**config.mk**
```make
export PLATFORM = sky130hd
export DESIGN_NAME = wb_host_master
export DESIGN_NICKNAME = d
export VERILOG_FILES = /design/src/rtl/wb_host_master.sv
export SDC_FILE = /design/constraint.sdc
export NUM_CORES = 1
export LEC_CHECK = 0
export ABC_AREA = 1
export CAP_MARGIN = 20
export CORE_ASPECT_RATIO = 2
export CORE_UTILIZATION = 40
export DETAILED_ROUTE_END_ITERATION = 16
export PLACE_DENSITY = 0.79
export SYNTH_ARGS = -nofsm -noshare
export SYNTH_HDL_FRONTEND = slang
export SYNTH_SLANG_ARGS = --single-unit
export TNS_END_PERCENT = 50
```
**constraint.sdc**
```tcl
create_clock -name clk -period 1.6 [get_ports clk]
set_input_delay 0.4 -clock clk [delete_from_list [all_inputs] [get_ports clk]]
set_output_delay 0.4 -clock clk [all_outputs]
set_load 0.005 [all_outputs]
```
**src/rtl/wb_host_master.sv**
```systemverilog
// wb_host_master: Wishbone pipelined single-transfer master.
// Turns one host command (address, write flag, data byte) into one Wishbone
// bus cycle and returns one response (read data, error, timeout).
//
// Ports:
//   clk, rst_n                         clock, async active-low reset
//   cmd_valid/cmd_ready                command handshake
//   cmd_we, cmd_addr, cmd_wdata        command payload
//   rsp_valid/rsp_ready                response handshake
//   rsp_rdata, rsp_err, rsp_timeout    response payload
//   wb_cyc, wb_stb, wb_we, wb_addr,
//   wb_wdata, wb_sel                   Wishbone master outputs
//   wb_stall, wb_ack, wb_err, wb_rdata Wishbone slave status
//
// Build option: define WB_HOST_MASTER_TIMEOUT_EN to include the watchdog.
// Without it the master waits indefinitely for ACK/ERR and rsp_timeout is 0.

module wb_host_master #(
  parameter int unsigned ADDR_WIDTH     = 32,
  parameter int unsigned DATA_WIDTH     = 8,
  parameter int unsigned TIMEOUT_CYCLES = 255
) (
  input  logic                  clk,
  input  logic                  rst_n,
  input  logic                  cmd_valid,
  output logic                  cmd_ready,
  input  logic                  cmd_we,
  input  logic [ADDR_WIDTH-1:0] cmd_addr,
  input  logic [DATA_WIDTH-1:0] cmd_wdata,
  output logic                  rsp_valid,
  input  logic                  rsp_ready,
  output logic [DATA_WIDTH-1:0] rsp_rdata,
  output logic                  rsp_err,
  output logic                  rsp_timeout,
  output logic                  wb_cyc,
  output logic                  wb_stb,
  output logic                  wb_we,
  output logic [ADDR_WIDTH-1:0] wb_addr,
  output logic [DATA_WIDTH-1:0] wb_wdata,
  output logic                  wb_sel,
  input  logic                  wb_stall,
  input  logic                  wb_ack,
  input  logic                  wb_err,
  input  logic [DATA_WIDTH-1:0] wb_rdata
);

  typedef enum logic [1:0] {
    S_IDLE = 2'd0,
    S_REQ  = 2'd1,
    S_WAIT = 2'd2,
    S_RESP = 2'd3
  } state_e;

  state_e                state_q, state_d;
  logic                  cmd_ready_q, cmd_ready_d;
  logic                  rsp_valid_q, rsp_valid_d;
  logic [DATA_WIDTH-1:0] rsp_rdata_q, rsp_rdata_d;
  logic                  rsp_err_q, rsp_err_d;
  logic                  rsp_timeout_q, rsp_timeout_d;
  logic                  wb_cyc_q, wb_cyc_d;
  logic                  wb_stb_q, wb_stb_d;
  logic                  wb_we_q, wb_we_d;
  logic [ADDR_WIDTH-1:0] wb_addr_q, wb_addr_d;
  logic [DATA_WIDTH-1:0] wb_wdata_q, wb_wdata_d;
  logic                  wb_sel_q, wb_sel_d;
  logic                  wdog_expired_c;

`ifdef WB_HOST_MASTER_TIMEOUT_EN
  localparam int unsigned WDOG_W    = 16;
  localparam logic [WDOG_W-1:0] WDOG_LAST = WDOG_W'(TIMEOUT_CYCLES - 1);

  logic [WDOG_W-1:0] wdog_q, wdog_d;

  // Counts cycles spent in REQ/WAIT; held at zero while idle so REQ entry starts at 0.
  always_comb begin
    wdog_d = wdog_q;
    if (state_q == S_IDLE) begin
      wdog_d = '0;
    end else if ((state_q == S_REQ) || (state_q == S_WAIT)) begin
      wdog_d = wdog_q + WDOG_W'(1);
    end
  end

  always_ff @(posedge clk or negedge rst_n) begin
    if (!rst_n) begin
      wdog_q <= '0;
    end else begin
      wdog_q <= wdog_d;
    end
  end

  assign wdog_expired_c = (wdog_q == WDOG_LAST);
`else
  // No watchdog: TIMEOUT_CYCLES has no effect in this build.
  assign wdog_expired_c = 1'b0 & (TIMEOUT_CYCLES == 32'd0);
`endif

  // Next-state and next-output logic; every output is registered from its _d.
  always_comb begin
    state_d       = state_q;
    rsp_rdata_d   = rsp_rdata_q;
    rsp_err_d     = rsp_err_q;
    rsp_timeout_d = rsp_timeout_q;
    wb_we_d       = wb_we_q;
    wb_addr_d     = wb_addr_q;
    wb_wdata_d    = wb_wdata_q;

    unique case (state_q)
      S_IDLE: begin
        if (cmd_valid && cmd_ready_q) begin
          state_d    = S_REQ;
          wb_we_d    = cmd_we;
          wb_addr_d  = cmd_addr;
          wb_wdata_d = cmd_wdata;
        end
      end
      S_REQ: begin
        // ACK/ERR before acceptance are protocol violations and are ignored.
        if (wdog_expired_c) begin
          state_d       = S_RESP;
          rsp_rdata_d   = '0;
          rsp_err_d     = 1'b0;
          rsp_timeout_d = 1'b1;
        end else if (!wb_stall) begin
          state_d = S_WAIT;
        end
      end
      S_WAIT: begin
        // A completion in the expiry cycle still counts as a normal completion.
        if (wb_ack || wb_err) begin
          state_d       = S_RESP;
          rsp_err_d     = wb_err;
          rsp_timeout_d = 1'b0;
          rsp_rdata_d   = (wb_ack && !wb_err && !wb_we_q) ? wb_rdata : '0;
        end else if (wdog_expired_c) begin
          state_d       = S_RESP;
          rsp_rdata_d   = '0;
          rsp_err_d     = 1'b0;
          rsp_timeout_d = 1'b1;
        end
      end
      S_RESP: begin
        if (rsp_ready) begin
          state_d = S_IDLE;
        end
      end
      default: begin
        state_d = S_IDLE;
      end
    endcase

    cmd_ready_d = (state_d == S_IDLE);
    wb_cyc_d    = (state_d == S_REQ) || (state_d == S_WAIT);
    wb_stb_d    = (state_d == S_REQ);
    wb_sel_d    = (state_d == S_REQ);
    rsp_valid_d = (state_d == S_RESP);
  end

  // State and output registers.
  always_ff @(posedge clk or negedge rst_n) begin
    if (!rst_n) begin
      state_q       <= S_IDLE;
      cmd_ready_q   <= 1'b0;
      rsp_valid_q   <= 1'b0;
      rsp_rdata_q   <= '0;
      rsp_err_q     <= 1'b0;
      rsp_timeout_q <= 1'b0;
      wb_cyc_q      <= 1'b0;
      wb_stb_q      <= 1'b0;
      wb_we_q       <= 1'b0;
      wb_addr_q     <= '0;
      wb_wdata_q    <= '0;
      wb_sel_q      <= 1'b0;
    end else begin
      state_q       <= state_d;
      cmd_ready_q   <= cmd_ready_d;
      rsp_valid_q   <= rsp_valid_d;
      rsp_rdata_q   <= rsp_rdata_d;
      rsp_err_q     <= rsp_err_d;
      rsp_timeout_q <= rsp_timeout_d;
      wb_cyc_q      <= wb_cyc_d;
      wb_stb_q      <= wb_stb_d;
      wb_we_q       <= wb_we_d;
      wb_addr_q     <= wb_addr_d;
      wb_wdata_q    <= wb_wdata_d;
      wb_sel_q      <= wb_sel_d;
    end
  end

  assign cmd_ready   = cmd_ready_q;
  assign rsp_valid   = rsp_valid_q;
  assign rsp_rdata   = rsp_rdata_q;
  assign rsp_err     = rsp_err_q;
  assign rsp_timeout = rsp_timeout_q;
  assign wb_cyc      = wb_cyc_q;
  assign wb_stb      = wb_stb_q;
  assign wb_we       = wb_we_q;
  assign wb_addr     = wb_addr_q;
  assign wb_wdata    = wb_wdata_q;
  assign wb_sel      = wb_sel_q;

endmodule
```
# Yosys cells after proc, flatten, opt, wreduce, memory -nomap -nowiden
# Index checks and enable logic that the tools add are counted.
# totals
reg_bits,56
# classes
n_eq_ne,6
n_mux,6
n_reduce_logical,11
# ops
operator,count
equality test 2 bit (second input constant),4
2-to-1 mux 2 bit,4
2-to-1 mux 8 bit,1
one-hot mux 2 bit (4 select lines),1
equality test 2 x 1 -> 1 bit (second input constant),2
logical NOT 2 bit,2
AND reduction 2 bit,2
logical AND 1 bit,3
logical NOT 1 bit,2
logical OR 1 bit,2

# Longest topological paths before layout
# Gate-level depths: netlist (run 1).
# depth
word_depth,5
mapped_depth,7
depth_no_buf,7

# Least setup slack after synthesis (run 1)
# OpenSTA, ideal clock, no wires.
# synth_timing
kind,input port to flip-flop
start,input wb_err
end,"register wb_cyc_q, in the netlist wb_cyc"
setup_ns,0.126
arrival_ns,1.170
required_time_ns,1.474
setup_slack_ns,0.304
stages,7
cell_sequence,nor2_1 -> inv_1 -> nand2_1 -> buf_6 -> nand2_1 -> nor2_1 -> ha_1
# synth_via
elab_chain_len,5
# synth_rtl
element,line_no,source
start: declaration,43,"input logic wb_err,"
logical OR 1 bit *,130,if (wb_ack || wb_err) begin
2-to-1 mux 2 bit *,130,
one-hot mux 2 bit (4 select lines) *,108,unique case (state_q)
equality test 2 x 1 -> 1 bit or equality test 2 bit (tied branches),153,wb_cyc_d = (state_d == S_REQ) || (state_d == S_WAIT);
logical OR 1 bit *,153,
net wb_cyc_d,60,"logic wb_cyc_q, wb_cyc_d;"
end signal: assignment,181,wb_cyc_q <= wb_cyc_d;
end: declaration,60,
# The timed path passes the listed nets; every way through them passes the cells marked *.
# A chain may end at the register's enable or synchronous reset.

# Worst setup path in the final report (run 1)
# layout_timing
start,"register wb_addr_q[31], in the netlist wb_addr[31]"
end,output wb_addr[31]
# layout_rtl
element,line_no,source
start: declaration,63,"logic [ADDR_WIDTH-1:0] wb_addr_q, wb_addr_d;"
start signal: assignment,184,wb_addr_q <= wb_addr_d;
end: declaration,38,"output logic [ADDR_WIDTH-1:0] wb_addr,"
# No word-level cell between the ends.

==> results.py, run 1 <==
metrics = {
    "global_routing": {
        "grt_pass1_vias": 2039,
        "grt_usage_pct": 20.0,
        "grt_pass1_wl_mm": 9.56,
        "antenna_found_initial": 0,
        "grt_max_degree": 30,
        "overflow": 0,
    },
    "die": {
        "die-area_sq_mm": 0.00611,
        "coreArea_sq_mm": 0.00552,
        "die_h_um": 110,
        "initial_core_util_pct": 41.9,
        "die_x_um": 55.8,
        "rows": 38,
        "ios": 112,
    },
    "clock_tree": {
        "cts_inserted_buffers": 5,
        "htreeDepth": 2,
        "cts_tree": "built",
        "hold_buffers": 0,
        "cts.sinks": 56,
        "clk_latency_ns": 0.30,
        "clk_pin_slew_ns": 0.09,
        "cts-root-buf": "clkbuf_8",
        "clockBufferDepth": 2,
    },
    "sta": {
        "setup_tns_ns": 0,
        "fin_ws_ns": 0.0267,
        "fin_hold_ws_ns": 0.0904,
        "rsz0062_at_grt": "no",
        "fin_crit_sh_pct": 98.3,
        "max_freq_ghz": 0.636,
        "finalHoldViolCount": 0,
        "slew_violations": 0,
        "slew_headroom_pct": 64.4,
        "skew_ns": 0.00394,
        "max_slew.worst_pin.slew_ns": 0.533,
        "post-route-min-period_ns": 1.57,
        "setup_violations": 0,
    },
    "power": {
        "vdd_ir_drop_max_uv": 1390,
        "p_leak_uw": 0.00229,
        "power.density_mw_per_mm2": 1650,
    },
    "worst_hold_path": {
        "hold_class": "in2async",
    },
    "logic_synthesis": {
        "ys_types": 15,
        "synth_cells": 254,
        "netlist_area_sq_mm": 0.00231,
        "syn_nets": 313,
        "syn_avg_cell_area_sq_um": 9.10,
        "ys_seq_area_share_pct": 60.6,
        "ys_warn_count": 0,
        "ys_ff_latch": 56,
    },
    "worst_setup_path": {
        "reg2reg_depth": 6,
        "crit_chain": "clkdlybuf4s50_1",
        "cp_max_fo": 2,
        "worstPathRequired_ns": 1.20,
        "criticalPathCategory": "reg2out",
        "regToRegSetupSlack_ns": 0.32,
        "cp.arrival_ns": 1.17,
        "r2r_start": "state_q[1]",
        "rr_endpoint": "wb_cyc",
        "critPathLaunchType": "flip-flop",
        "slowest_delay_ns": 0.50,
        "slowest_stage": "clkdlybuf4s50_1",
        "path_buf_inv": 1,
        "crit_family": "buffers and inverters",
        "cp-end-kind": "output pin",
    },
    "placed_design": {
        "port_buffers": 110,
        "post-place-ws_ns": -0.152,
        "gp_congestion": 0.793,
        "hpwl_mm": 4.38,
    },
    "drt": {
        "vias": 2124,
        "vias_per_cell": 4.91,
        "drc": 0,
        "post_drt_wl_per_cell_um": 14.0,
        "drtIter0Drc": 87,
        "ant_nets": 0,
        "finalWirelength_mm": 6.05,
        "drtPass1Iterations": 4,
    },
    "finish": {
        "layout-drive-gt1-share_pct": 7.77,
        "n_antenna_cell": 0,
        "area_growth_pct": 59.5,
        "final_nets": 431,
        "final_util_pct": 66.9,
    },
    "run": {
        "cap_violations": 0,
    },
    "outcome": {
        "outcome": "finished, final reports clean",
    },
}
[report_power, final]
| part | switching, uW | internal [uW] |
|---|---|---|
| Combinational | 1260 | 1460 |
| Clock | 435 | 553 |
| Sequential | 338 | 2040 |
[layout make-up]
type                    instances  area [sq um]
flip-flops and latches         56          1400
clock inverters                 1          30.0
well taps                      60          75.1
clock buffers                   7          96.3
repair buffers                126          1290
fillers                       469          1830
inverters                       9          33.8
multi-input cells             174           761
[cell usage in the layout (no fill, tap or decap)]
cell             netlist  routed
clkbuf_8               0       7
inv_2                  1       1
nor2_2                 1       1
nand3_1               50      50
nor2_1                 6       6
inv_1                  8       8
nor2_4                 1       1
buf_2                  0       1
buf_4                  6      16
nand2_4                1       1
ha_1                   3       3
dfrtp_1               56      56
dlymetal6s2s_1         0      33
dlygate4sd2_1          0       7
bufinv_16              0       1
conb_1                 1       1
clkdlybuf4s50_1        0      69
nand2_1              110     110
o21ai_0                1       1
[state kept, by name (all words and copies together), names as in the netlist]
| register | flops |
|---|---|
| wb_we | 1 |
| cmd_ready | 1 |
| rsp_err | 1 |
| wb_wdata | 8 |
| wb_sel | 1 |
| state_q | 2 |
| wb_cyc | 1 |
| rsp_valid | 1 |
| rsp_rdata | 8 |
| wb_addr | 32 |
[synthesized netlist by cell type, drive strengths merged]
master	instances	area, sq um
nor2	8	40.0
inv	9	33.8
conb	1	3.75
clkbuf	4	15.0
nand2	111	424
o21ai	1	5.00
buf	11	101
dfrtp	56	1400
nand3	50	250
ha	3	37.5
[per-layer routing]
layer / routed length [um] / track usage, % / vias to the layer above
li1: - / - / 1033
met1: 2190 / 21.8 / 993
met2: 3380 / 36.9 / 83
met3: 284 / 3.65 / 15
met4: 194 / 9.29 / 0
met5: 0 / 0 / -
[through the flow]
stage / instance area (sq um) / cells / total power (uW)
after global placement: 3450 / 420 / 5170
after detailed placement: 3450 / 420 / 5250
after CTS: 3570 / 429 / 6210
final: 3690 / 433 / 6090
after floorplan: 2310 / 254 / 3590
after global routing: 3690 / 433 / 6550
[cells by family after synthesis]
group / Yosys count / share of synthesized area [%]
AND/OR/NAND/NOR: 169 / 30.9
AO/OA/AOI/OAI: 1 / 0.216
buffers and inverters: 24 / 6.49
adder cells (fa/ha/maj): 3 / 1.62
other: 1 / 0.162
flip-flops: 56 / 60.6
[worst max path at each step]
| stage | startpoint | to | slack, ns | depth (start not counted) |
|---|---|---|---|---|
| after floorplan | wb_err | wb_cyc | 0.30 | 7 |
| after global placement | wb_err | wb_cyc | -0.13 | 7 |
| after detailed placement | wb_err | wb_cyc | -0.15 | 7 |
| after CTS | wb_wdata[0] | wb_wdata[0] | 0.001 | 1 |
| after global routing | wb_wdata[5] | wb_wdata[5] | 0.0001 | 1 |
| final | wb_addr[31] | wb_addr[31] | 0.03 | 1 |
[what timing repair did]
action,CTS,global route
cloned,0,0
setup buffers,1,4
resized for setup,7,33
endpoints found under the setup margin,8,33
Note: power is estimated with default switching activity, not from simulation.
==> inputs of run 2 (changes only) <==
--- a/config.mk
+++ b/config.mk
@@ -10,6 +10,7 @@
 export CORE_ASPECT_RATIO = 2
 export CORE_UTILIZATION = 40
 export DETAILED_ROUTE_END_ITERATION = 16
+export MAX_ROUTING_LAYER = met4
 export PLACE_DENSITY = 0.79
 export SYNTH_ARGS = -nofsm -noshare
 export SYNTH_HDL_FRONTEND = slang
==> constraint.sdc (replaced) <==
create_clock -name clk -period 1.6 [get_ports clk]
set_input_delay 0.24 -clock clk [delete_from_list [all_inputs] [get_ports clk]]
set_output_delay 0.24 -clock clk [all_outputs]
set_load 0.005 [all_outputs]
==> run 2 against run 1 <==
  * Wire length down 0.93%
  * Sequential power about the same
  * Sequential cell count unchanged
  * Cell count is 1.4% lower
  * Critical endpoint is now wb_we
  * Largest cell class unchanged
  * Clock skew is 0.0072 ns higher
  * Setup slack better by 0.11 ns
  * Non-clock buffer count is 6 lower
  * Combinational power increased by 1%
  * Clock power shrank 20%
==> results.py, run 2 (same netlist as run 1, synthesis figures left out) <==
metrics = {
    "clock_tree": {
        "hold_buffers": 1,
        "clk_latency_ns": 0.31,
        "cts.sinks": 56,
        "cts_tree": "built",
        "clockBufferDepth": 2,
        "post_cts_resized": 0,
        "clk_pin_slew_ns": 0.11,
        "cts-root-buf": "clkbuf_8",
        "cts_inserted_buffers": 5,
        "postCtsSetupRepairBufs": 0,
        "htreeDepth": 2,
    },
    "global_routing": {
        "grt_pass1_vias": 2038,
        "grt_pass1_wl_mm": 9.41,
        "grt_max_degree": 57,
        "use_met2_pct": 35.8,
        "grt_usage_pct": 20.6,
        "overflow": 0,
        "gr-usage-met3_pct": 3.06,
        "use_met1_pct": 22.0,
        "antenna_found_initial": 0,
        "busiest_layer": "met2",
    },
    "drt": {
        "vias": 2057,
        "ant_nets": 0,
        "finalWirelength_mm": 5.99,
        "drc": 0,
        "vias_per_cell": 4.82,
        "drtPass1Iterations": 4,
        "post_drt_wl_per_cell_um": 14.0,
        "drtIter0Drc": 114,
    },
    "sta": {
        "setup_tns_ns": 0,
        "setup_violations": 0,
        "fin_hold_ws_ns": 0.459,
        "skew_ns": 0.0112,
        "slew_headroom_pct": 63.8,
        "max_slew.worst_pin.slew_ns": 0.541,
        "slew_violations": 0,
        "finalHoldViolCount": 0,
        "fin_crit_sh_pct": 91.8,
        "max_freq_ghz": 0.681,
        "rsz0062_at_grt": "no",
        "post-route-min-period_ns": 1.47,
    },
    "power": {
        "vdd_ir_drop_max_uv": 1320,
        "p_total_uw": 5950,
        "p_leak_uw": 0.00177,
        "power.density_mw_per_mm2": 1680,
    },
    "placed_design": {
        "port_buffers": 110,
        "hpwl_mm": 4.30,
        "gp_congestion": 0.791,
        "placed_area_sq_mm": 0.00345,
    },
    "worst_setup_path": {
        "path_buf_inv": 1,
        "crit_chain": "clkdlybuf4s50_1",
        "slowest_stage": "clkdlybuf4s50_1",
        "cp.arrival_ns": 1.23,
        "cp.depth": 1,
        "criticalPathCategory": "reg2out",
        "worstPathRequired_ns": 1.36,
        "critPathLaunchType": "flip-flop",
        "cp-end-kind": "output pin",
        "crit_family": "buffers and inverters",
        "cp_max_fo": 3,
        "slowest_delay_ns": 0.52,
        "reg2reg_depth": 6,
    },
    "finish": {
        "final_common_cell": "nand2_1",
        "layout-drive-gt1-share_pct": 5.99,
        "post-route-cell-area_sq_mm": 0.00355,
        "largest_reg_flops": 32,
        "final_nets": 425,
        "final_util_pct": 64.4,
        "area_growth_pct": 53.5,
        "final_cell_mix": "nand2_1, clkdlybuf4s50_1, dfrtp_1, nand3_1",
        "n_antenna_cell": 0,
    },
    "die": {
        "rows": 38,
        "coreArea_sq_mm": 0.00552,
        "ios": 112,
        "die_h_um": 110,
        "die_x_um": 55.8,
        "initial_core_util_pct": 41.9,
        "die-area_sq_mm": 0.00611,
    },
    "outcome": {
        "outcome": "finished, final reports clean",
    },
    "run": {
        "cap_violations": 0,
    },
    "worst_hold_path": {
        "hold_class": "in2async",
    },
}
[run 2: cell types whose count changed in the layout (fill, tap and decap cells not counted), sizes merged, moves of 2 or more]
cell / before / now
clkdlybuf4s50: 69 / 109
dlymetal6s2s: 33 / 0
buf: 17 / 10
dlygate4sd2: 7 / 0
clkbuf: 7 / 5
clkinvlp: 0 / 2
[run 2: worst paths after layout]
kind	to	start	slack, ns
max	wb_we	wb_we	0.13
min	wb_addr[16]	rst_n	0.46
max reg2reg	wb_cyc	state_q[1]	0.27
min reg2reg	wb_wdata[5]	wb_wdata[5]	0.48
max in group asynchronous	wb_addr[1]	rst_n	0.89
min in group clk	wb_addr[19]	cmd_addr[19]	0.47
[run 2: layout make-up]
class	count	area, sq um
Clock buffer	5	68.8
Clock inverter	3	23.8
Fill cell	484	1970
Inverter	9	33.8
Multi-Input combinational cell	174	761
Sequential cell	56	1400
Tap cell	60	75.1
Timing Repair Buffer	120	1190
[run 2: per-stage QoR]
step	std cells	setup WS, ns
floorplan	254	0.342
global placement	418	0.0681
detailed placement	418	0.00433
CTS	427	0.117
global route	427	0.0880
finish	427	0.132
[run 2: worst reg2reg max path: cells and delay by family (launching register included)]
kind,cells,cell delay [ns]
DFF,1,0.46
and+or+nand+nor,3,0.31
buffers and inverters,2,0.17
adders and majority gates,1,0.28
[run 2: power breakdown]
group / switching [uW] / internal, uW / total (uW) / leakage [uW]
clock network: 476 / 311 / 787 / 0.0000404
registers: 361 / 2040 / 2400 / 0.000712
logic: 1230 / 1530 / 2760 / 0.00101
[run 2: metal layers]
layer / wire length (um) / vias to the layer above / share of wire [%]
li1: - / 1016 / -
met1: 2240 / 956 / 37
met2: 3270 / 66 / 55
met3: 200 / 19 / 3.3
met4: 277 / 0 / 4.6
met5: 0 / - / 0
==> inputs of run 3 (changes only) <==
--- a/config.mk
+++ b/config.mk
@@ -8,10 +8,10 @@
 export ABC_AREA = 1
 export CAP_MARGIN = 20
 export CORE_ASPECT_RATIO = 2
-export CORE_UTILIZATION = 40
+export CORE_UTILIZATION = 36
 export DETAILED_ROUTE_END_ITERATION = 16
 export MAX_ROUTING_LAYER = met4
-export PLACE_DENSITY = 0.79
+export PLACE_DENSITY = 0.75
 export SYNTH_ARGS = -nofsm -noshare
 export SYNTH_HDL_FRONTEND = slang
 export SYNTH_SLANG_ARGS = --single-unit
==> constraint.sdc (replaced) <==
create_clock -name clk -period 1.2 [get_ports clk]
set_input_delay 0.18 -clock clk [delete_from_list [all_inputs] [get_ports clk]]
set_output_delay 0.18 -clock clk [all_outputs]
set_load 0.005 [all_outputs]
==> run 3 against run 2 <==
  * Wire length is 1.9% higher
  * Combinational power rose by 30%
  * Non-clock buffer count increased by 6
  * The flow now finishes with violations (setup timing)
  * Clock power up 78%
  * Largest cell class unchanged
==> results.py, run 3 (same netlist as run 1, synthesis figures left out) <==
metrics = {
    "power": {
        "p_leak_uw": 0.00200,
        "vdd_ir_drop_max_uv": 1320,
        "p_total_uw": 8190,
        "power.density_mw_per_mm2": 2220,
    },
    "sta": {
        "skew_ns": 0.00796,
        "rsz0062_at_grt": "yes",
        "fin_ws_ns": -0.0334,
        "fin_crit_sh_pct": 103,
        "max_freq_ghz": 0.811,
        "post-route-min-period_ns": 1.23,
        "slew_violations": 0,
        "setup_tns_ns": -0.0334,
        "finalHoldViolCount": 0,
        "setup_violations": 1,
    },
    "die": {
        "initial_core_util_pct": 36.9,
        "die_x_um": 58.7,
        "die-area_sq_mm": 0.00677,
        "die_h_um": 115,
        "coreArea_sq_mm": 0.00626,
        "rows": 41,
        "ios": 112,
    },
    "finish": {
        "final_cell_mix": "nand2_1, dlygate4sd2_1, dfrtp_1, clkdlybuf4s50_1, nand3_1",
        "final_nets": 431,
        "multiInputGateArea_sq_um": 783,
        "largest_reg_flops": 32,
        "fill_cells": 594,
        "seq_area_sq_mm": 0.00140,
        "final_common_cell": "nand2_1",
        "n_antenna_cell": 0,
        "layout-drive-gt1-share_pct": 10.5,
        "area_growth_pct": 59.5,
        "final_util_pct": 58.9,
        "final_cells": 458,
    },
    "drt": {
        "ant_nets": 0,
        "drtIter0Drc": 72,
        "vias": 2113,
        "finalWirelength_mm": 6.10,
        "drtPass1Iterations": 5,
        "vias_per_cell": 4.61,
        "drc": 0,
        "post_drt_wl_per_cell_um": 13.3,
    },
    "clock_tree": {
        "clk_latency_ns": 0.29,
        "cts_inserted_buffers": 5,
        "cts-root-buf": "clkbuf_16",
        "cts.sinks": 56,
        "clk_pin_slew_ns": 0.07,
        "clockBufferDepth": 2,
        "htreeDepth": 2,
        "cts_tree": "built",
    },
    "worst_setup_path": {
        "cp.arrival_ns": 1.40,
        "slowest_stage": "dfrtp_2",
        "regToRegSetupSlack_ns": -0.03,
        "cp_max_fo": 5,
        "slowest_delay_ns": 0.44,
        "crit_family": "flip-flops",
        "crit_chain": "nor2_4 > nand2_4 > nand2_2 > nor2_1 > ha_1",
        "path_buf_inv": 0,
        "cp-end-kind": "flip-flop",
        "criticalPathCategory": "reg2reg",
        "critPathLaunchType": "flip-flop",
        "worstPathRequired_ns": 1.37,
    },
    "run": {
        "cap_violations": 0,
    },
    "outcome": {
        "outcome": "complete, but fails checks",
        "violations": "setup timing",
    },
    "placed_design": {
        "dp.cells": 446,
        "gp_congestion": 0.748,
        "port_buffers": 110,
        "hpwl_mm": 4.38,
    },
    "global_routing": {
        "overflow": 0,
        "grt_usage_pct": 19.4,
        "grt_pass1_vias": 2019,
        "grt_pass1_wl_mm": 9.52,
        "grt_max_degree": 57,
        "antenna_found_initial": 0,
    },
    "worst_hold_path": {
        "hold_class": "in2async",
    },
}
[run 3: what timing repair did]
item                                    4_1_cts  5_1_grt
resized for setup                            57       17
gates cloned                                  0        1
hold endpoints to repair                     56        0
pin swaps                                     1        3
hold buffers                                  1        0
endpoints found under the setup margin       61       43
setup buffers                                 1        2
[run 3: worst reg2reg max path: cells and delay by family (launching register included)]
| family | cells | cell delay, ns |
|---|---|---|
| adders and majority gates | 1 | 0.27 |
| DFF | 1 | 0.44 |
| and+or+nand+nor | 4 | 0.40 |
[run 3: layer usage]
metal / routed length [um] / GRT usage [%]
met1: 2210 / 19.9
met5: 0 / -
met4: 86 / 6.83
met3: 178 / 2.47
met2: 3620 / 36.4
[run 3: final cells by class]
| type | count | share of cell area, % |
|---|---|---|
| clock buffer | 5 | 3.39 |
| timing repair buffer | 126 | 33.0 |
| tap | 86 | 2.92 |
| clock inverter | 2 | 0.441 |
| inverter | 9 | 0.916 |
| multi-input combinational | 174 | 21.2 |
| sequential | 56 | 38.1 |
[run 3: stage by stage]
stage	hold WS (ns)	setup slack (ns)	instance area, sq um
finish	0.414	-0.0334	3690
global route	0.450	-0.0634	3690
global placement	0.199	-0.188	3510
floorplan	-0.116	-0.0500	2310
CTS	0.431	-0.0917	3600
detailed placement	0.204	-0.257	3510
[run 3: worst paths after layout]
kind	start	to	cells past startpoint
setup / recovery	state_q[0]	wb_cyc	5
hold / removal	rst_n	wb_addr[27]	3
setup reg to reg	state_q[0]	wb_cyc	5
hold reg to reg	wb_addr[25]	wb_addr[25]	2
max in group asynchronous	rst_n	state_q[1]	3
min in group clk	wb_rdata[5]	rsp_rdata[5]	3
[run 3: power breakdown]
group / leakage (uW) / switching, uW / internal (uW) / total [uW]
sequential: 0.000709 / 456 / 2730 / 3190
combinational: 0.00122 / 1790 / 1820 / 3600
clock: 0.0000663 / 628 / 769 / 1400
total: 0.00200 / 2870 / 5320 / 8190
